==> src/rtl/chan_stim_pkg.sv <==
// Shared types and PRBS7 helpers for the channel stimulus generator.
package chan_stim_pkg;

   localparam int PRBS_TAP_A = 6;
   localparam int PRBS_TAP_B = 5;
   localparam logic [6:0] PRBS_SEED_DEF = 7'h7F;

   localparam int LEVEL_W = 16;
   typedef logic signed [LEVEL_W-1:0] level_t;

   typedef struct packed {
      logic [6:0] state;
      logic       nb;
   } prbs_step_t;

   // x^7 + x^6 + 1: new bit shifts in at the LSB
   function automatic prbs_step_t prbs7_next(input logic [6:0] s);
      prbs_step_t r;
      r.nb    = s[PRBS_TAP_A] ^ s[PRBS_TAP_B];
      r.state = {s[5:0], r.nb};
      return r;
   endfunction

endpackage

==> src/rtl/chan_stim_gen_lfsr.sv <==
// PRBS7 state register with shift enable and synchronous seed load.
module prbs7_lfsr
   import chan_stim_pkg::*;
(
   input  logic       clk,
   input  logic       load_i,
   input  logic       shift_i,
   input  logic [6:0] seed_i,
   output logic       nb_o
);

   logic [6:0] lfsr_q;
   logic [6:0] lfsr_d;
   prbs_step_t step;

   always_comb begin
      step   = prbs7_next(lfsr_q);
      lfsr_d = lfsr_q;
      if (load_i)
         lfsr_d = seed_i;
      else if (shift_i)
         lfsr_d = step.state;
   end

   always_ff @(posedge clk) begin
      lfsr_q <= lfsr_d;
   end

   assign nb_o = step.nb;

endmodule

==> src/rtl/chan_stim_gen.sv <==
// Adaptive-step stimulus source: steps never straddle a symbol boundary,
// so level changes always land on a step edge.
module chan_stim_gen
   import chan_stim_pkg::*;
#(
   parameter int         DT_WIDTH = 16,
   parameter int         IN_WIDTH = 16,
   parameter int         UI       = 1000,
   parameter int         DT_MAX   = 250,
   parameter int         AMP      = 8192,
   parameter logic [6:0] SEED     = PRBS_SEED_DEF
)(
   input  logic                       clk,
   input  logic                       rst,
   input  logic                       en,
   input  logic                       pat_sel,
   output logic [DT_WIDTH-1:0]        dt,
   output logic signed [IN_WIDTH-1:0] in_,
   output logic                       sym_edge,
   output logic [31:0]                sym_count
);

   localparam logic [DT_WIDTH-1:0] UI_C  = DT_WIDTH'(UI);
   localparam logic [DT_WIDTH-1:0] DTM_C = DT_WIDTH'(DT_MAX);
   localparam logic signed [IN_WIDTH-1:0] AMP_P = IN_WIDTH'(AMP);
   localparam logic signed [IN_WIDTH-1:0] AMP_N = -AMP_P;
   // An all-zero seed would lock the LFSR up
   localparam logic [6:0] SEED_C = (SEED == 7'h00) ? 7'h01 : SEED;

   logic [DT_WIDTH-1:0]        t_rem_q, t_rem_d;
   logic signed [IN_WIDTH-1:0] level_q, level_d;
   logic [31:0]                cnt_q, cnt_d;
   logic                       edge_q, edge_d;

   logic [DT_WIDTH-1:0] dt_w;
   logic [DT_WIDTH-1:0] t_next;
   logic                bound;
   logic                nb;

   assign dt_w   = !en ? '0 :
                   (t_rem_q < DTM_C) ? t_rem_q : DTM_C;
   assign t_next = t_rem_q - dt_w;
   assign bound  = en && (t_next == '0);

   prbs7_lfsr u_lfsr (
      .clk     (clk),
      .load_i  (rst),
      .shift_i (bound),
      .seed_i  (SEED_C),
      .nb_o    (nb)
   );

   always_comb begin
      t_rem_d = t_rem_q;
      level_d = level_q;
      cnt_d   = cnt_q;
      edge_d  = edge_q;
      if (en) begin
         if (!bound) begin
            t_rem_d = t_next;
            edge_d  = 1'b0;
         end else begin
            level_d = (pat_sel || nb) ? AMP_P : AMP_N;
            t_rem_d = UI_C;
            cnt_d   = cnt_q + 32'd1;
            edge_d  = 1'b1;
         end
      end
   end

   always_ff @(posedge clk) begin
      if (rst) begin
         t_rem_q <= UI_C;
         level_q <= (pat_sel || SEED_C[0]) ? AMP_P : AMP_N;
         cnt_q   <= '0;
         edge_q  <= 1'b1;
      end else begin
         t_rem_q <= t_rem_d;
         level_q <= level_d;
         cnt_q   <= cnt_d;
         edge_q  <= edge_d;
      end
   end

   assign dt        = dt_w;
   assign in_       = level_q;
   assign sym_edge  = edge_q & en;
   assign sym_count = cnt_q;

endmodule

==> config.mk <==
export PLATFORM = sky130hd
export DESIGN_NAME = chan_stim_gen
export DESIGN_NICKNAME = d
export VERILOG_FILES = /design/src/rtl/chan_stim_pkg.sv /design/src/rtl/chan_stim_gen_lfsr.sv /design/src/rtl/chan_stim_gen.sv
export SDC_FILE = /design/constraint.sdc
export NUM_CORES = 1
export LEC_CHECK = 0
export CAP_MARGIN = 20
export CORE_UTILIZATION = 25
export CTS_CLUSTER_DIAMETER = 100
export DETAILED_ROUTE_END_ITERATION = 16
export GPL_ROUTABILITY_DRIVEN = 0
export PLACE_DENSITY = 0.48
export SLEW_MARGIN = 10
export SYNTH_ARGS = -nofsm -noshare
export SYNTH_HDL_FRONTEND = slang
export SYNTH_SLANG_ARGS = --single-unit
==> constraint.sdc <==
create_clock -name clk -period 7 [get_ports clk]
set_input_delay 1.75 -clock clk [delete_from_list [all_inputs] [get_ports clk]]
set_output_delay 1.75 -clock clk [all_outputs]
set_load 0.01 [all_outputs]
; After elaboration in Yosys (flattened, before gate mapping)
; Cells that the tools add are included.
[totals]
ff_bits = 72
output_inout_bits = 65
in_bits = 4
wordCells = 19
[op_classes]
n_reduce_logical = 4
magnitude_cmp = 1
n_bitwise = 2
mux = 5
n_addsub = 2
[op_table]
columns = op, count
row1 = 16-bit two-way mux, 4
row2 = 32-bit by 1-bit adder with 32-bit output (second input constant), 1
row3 = 16-bit logical NOT, 1
row4 = 16-bit by 8-bit < comparator with 1-bit output (second input constant), 1
row5 = 16-bit subtractor, 1
row6 = 2-bit AND reduction, 1
row7 = 1-bit AND, 1
row8 = 1-bit logical AND, 1
row9 = 1-bit logical OR, 1
row10 = 1-bit two-way mux, 1
row11 = 1-bit bitwise XOR, 1

; Logic depth before layout (Yosys ltp)
[depth]
word_depth = 7
mapped_depth = 18
mapped_depth_nobuf = 15

; Hierarchy
; From an unflattened synthesis, not the netlist that was laid out.
[unflattened]
hier_cells = 489
hier_area_um2 = 3973.8
[by_module_without_submodules]
columns = mod, area_each_um2, n_inst, cells_per_inst, seq_area_each_um2
row1 = chan_stim_gen, 3658.5, 1, 472, 1001.0
row2 = prbs7_lfsr, 315.3, 1, 17, 210.2

; Worst setup path after synthesis
; No wires, ideal clock.
[synth_timing]
kind = input to register
from = input en
to = register cnt_q[13] (netlist: sym_count[13])
slack_ns = 1.047
t_arrival_ns = 5.882
stages = 16
setup_ns = 0.071
required_time_ns = 6.929
path_buffers = 4
path_cell_list = clkbuf_1 clkbuf_1 o21ai_0 inv_1 fa_1 and2b_1 o2111ai_2 a31oi_2 xor2_1 or4_1 or4_1 or4b_1 buf_2 buf_6 or4_1 a21oi_1
[synth_between]
elab_chain_cells = 5
[synth_lines]
columns = item, line
row1 = from (decl), chan_stim_gen.sv:15  ; input logic en,
row2 = 16-bit two-way mux, chan_stim_gen.sv:40  ; assign dt_w = !en ? '0 :
row3 = named net dt[1], chan_stim_gen.sv:17  ; output logic [DT_WIDTH-1:0] dt,
row4 = 16-bit subtractor, chan_stim_gen.sv:42  ; assign t_next = t_rem_q - dt_w;
row5 = 16-bit logical NOT, chan_stim_gen.sv:43  ; assign bound = en && (t_next == '0);
row6 = 1-bit logical AND, chan_stim_gen.sv:43
row7 = 2-bit AND reduction (no line), -
row8 = to (signal assigned), chan_stim_gen.sv:80  ; cnt_q <= cnt_d;
row9 = to (decl), chan_stim_gen.sv:32  ; logic [31:0] cnt_q, cnt_d;
; The timed path passes the listed nets, and every way through them passes these cells.
; A chain may end at the register's enable or synchronous reset.

; Worst setup path in the final report
[layout_timing]
from = input en
to = register cnt_q[19] (netlist: sym_count[19])
[layout_between]
elab_chain_cells = 5
[layout_lines]
columns = item, line
row1 = 16-bit two-way mux, chan_stim_gen.sv:40
row2 = 16-bit subtractor, chan_stim_gen.sv:42
row3 = 16-bit logical NOT, chan_stim_gen.sv:43
row4 = 1-bit logical AND, chan_stim_gen.sv:43
row5 = 2-bit AND reduction (no line) (*), -
; Every way passes the cells marked *; elsewhere a longest branch is shown, timed or not.

==> results_dict.tcl <==
set metrics [dict create \
    status "finished, final reports clean" \
    grt_pass1_vias 2922 \
    hold_viol 0 \
    critical_path_peak_fanout 78 \
    drive_above_1_share_pct 5.97 \
    critical_path_class "in -> reg" \
    fmax_mhz 156 \
    cp_data_required_time_ps 7240 \
    multi_input_area_um2 2180 \
    drc_violations 0 \
    cts_made_buffers 9 \
    design.portCount 69 \
    timing.final.crit_period_ps 6410 \
    total_count_of_max_transition_violations_in_the_final_report 0 \
    leakage_nw 1.71 \
    pre_cts_slack_ps 296 \
    worst_setup_path_start_kind "input pin" \
    cts_hold_buf 0 \
    grt_start_max_net_pins 79 \
    place_inst 650 \
    worst_ep_arrival_time_ps 6640 \
    synth.area.top_cells "dfxtp_1 32%, a21oi_1 6.5%, ha_1 5.6%, buf_4 4.9%, o21ai_0 4.8%" \
    place.port_buffers 46 \
    post_cts_resized 0 \
    crit_path_max_incr_delay_ps 670 \
    synth-main-ff-cell "dfxtp_1" \
    detailedPlacementHpwl_mm 6.06 \
    critical_path.most_common_cell "or4_1" \
    synth_seq_area_share_pct 32.1 \
    design.core.area_um2 13900 \
    cap_viol_max_count 0 \
    antenna_violating_nets_post_route 0 \
    core.rowCount 43 \
    fin_cells 666 \
    setup_viol 0 \
    finish.instance_area_um2 4460 \
    netlist.top_cell.by_area "dfxtp_1" \
    final_common_cell "dfxtp_1" \
    finalClockSkew_ps 6.24 \
    whs_ps 467 \
    setup_repair_after_global_routing_missed_its_margin "no" \
    synth-edff-count 0 \
    drt_iter0_markers 179 \
    final.setup.worst_slack_ps 592 \
    inserted_diodes 0 \
    clock_tree_from_tritoncts "built" \
    p_per_cell_area_nw_per_um2 252 \
    synthArstFlopShare_pct 0 \
    synth_area_um2 3560 \
    relative_slew_slack_pct 30.5 \
    clock_path_buffers 2 \
    synth_top_area_share_pct 32.1 \
    globalRouteTotalUtil_pct 11.9 \
    wl_per_cell_um 12.7 \
    detailed_place.area_um2 4100 \
    worst_slew_pin_slew_ps 1040 \
    detail_route.vias_per_cell 4.84 \
    clockRootBuffer "clkbuf_16" \
    vias 3222 \
    layout.filler_cells 1458 \
    overflow 0 \
    setup.worst_path.end_class "register" \
    synth_warnings 0 \
    clock_insertion_delay_worst_skew_ps 320 \
    hp-class "reg -> reg" \
    drt_wl_total_mm 8.45 \
    area_growth_pct 25.4 \
    fin_setup_tns_ps 0 \
    timing.final.crit_share_pct 91.5 \
    cts_htree_levels 3 \
    final-seq-area_um2 1140 \
    design.final.nets 502 \
    grt_first_pass_wirelength_mm 14.2 \
    clk_pin_slew_worst_paths_ps 50 \
    mostFrequentLayoutCells "57 x dfxtp_1, 46 x a21oi_1, 45 x clkdlybuf4s50_1, 34 x o21ai_0" \
    ir_drop_mv 0.0844 \
    crit_path_top_delay_cell "or4b_2" \
    ys_types 52 \
    synth-seq-cells 57 \
    detailedRoute.firstPassIterationCount 4 \
    initial_antenna_violation_count 0 \
    cts_setup_buffers 0 \
    sinks_on_clock_net 57 \
    synth.avg_cell_area_um2 8.05 \
    crit_path_cell_trace "clkdlybuf4s50_1 -> clkinv_1 -> nor3_1 -> ha_1 -> fa_1 -> and2b_1 -> o2111ai_2 -> a31oi_2 -> xor2_1 -> or4_1 -> or4_1 -> or4b_2 -> buf_12 -> or4_1 -> a21oi_1" \
    postSynthCellCount 442 \
    post-route-util_pct 32.1 \
    dieWidth_um 121 \
    die_h_um 121 \
    floorplan.initialDensity_pct 25.6 \
    design_power_mw 1.12 \
    fp.dieArea_um2 14700 \
]
## report_power, final
group | total, mW | switching, mW | internal [mW]
logic | 0.243 | 0.138 | 0.105
registers | 0.360 | 0.0181 | 0.341
clock network | 0.521 | 0.144 | 0.376
## worst max-delay path, delay by kind of cell
kind | cells | cell delay, ps
AND/OR/NAND/NOR | 6 | 2690
AO/OA/AOI/OAI | 3 | 610
XOR/XNOR | 1 | 190
buffers and inverters | 3 | 920
adder cells (fa/ha/maj) | 2 | 480
## area by class of cell
class / instances / area share [%]
inverter: 16 / 1.35
sequential: 57 / 25.6
multi-input combinational: 348 / 48.9
clock inverter: 4 / 2.19
timing repair buffer: 49 / 11.0
clock buffer: 12 / 5.97
tap: 180 / 5.05
## sequential cells by signal (all words and copies together) (netlist names)
| name | count |
|---|---|
| t_rem_q | 16 |
| u_lfsr.lfsr_q | 7 |
| edge_q | 1 |
| in_ | 1 |
| sym_count | 32 |
## logic make-up (layout without fill, tap and decap cells)
logic type,count (synthesis),count (layout),synth area share (%)
adder cells (fa/ha/maj),17,17,6.19
AND/OR/NAND/NOR,148,148,23.0
XOR/XNOR,11,11,2.71
buffers and inverters,64,81,9.49
AO/OA/AOI/OAI,129,129,22.4
multiplexers,14,14,3.97
other,2,29,0.211
flip-flops,57,57,32.1
## synthesized netlist by cell type, drive strengths merged, types with 5 or more instances
master	instances
a21o	5
a21oi	47
a31oi	7
and3	12
buf	30
clkbuf	18
dfxtp	57
ha	16
inv	15
mux2i	13
nand2	13
nand2b	7
nand3	20
nand4	7
nor2	29
nor3	6
o21ai	34
o31ai	9
or3	25
or4	11
xnor2	5
xor2	6
## metal layers
layer | GRT usage (%) | share of wire, % | wire length, µm
met1 | 16.1 | 50 | 4230
met2 | 18.5 | 45 | 3850
met3 | 2.30 | 3.9 | 326
met4 | 4.09 | 0.62 | 52
met5 | 0 | 0 | 0
## final timing paths
path               startpoint             to  slack (ps)  cells past startpoint
hold / removal         edge_q         edge_q         470                      2
setup reg to reg  t_rem_q[15]  sym_count[19]        1550                     15
setup / recovery           en  sym_count[19]         590                     15
hold reg to reg        edge_q         edge_q         470                      2
Power figures use the tool's default switching activity.
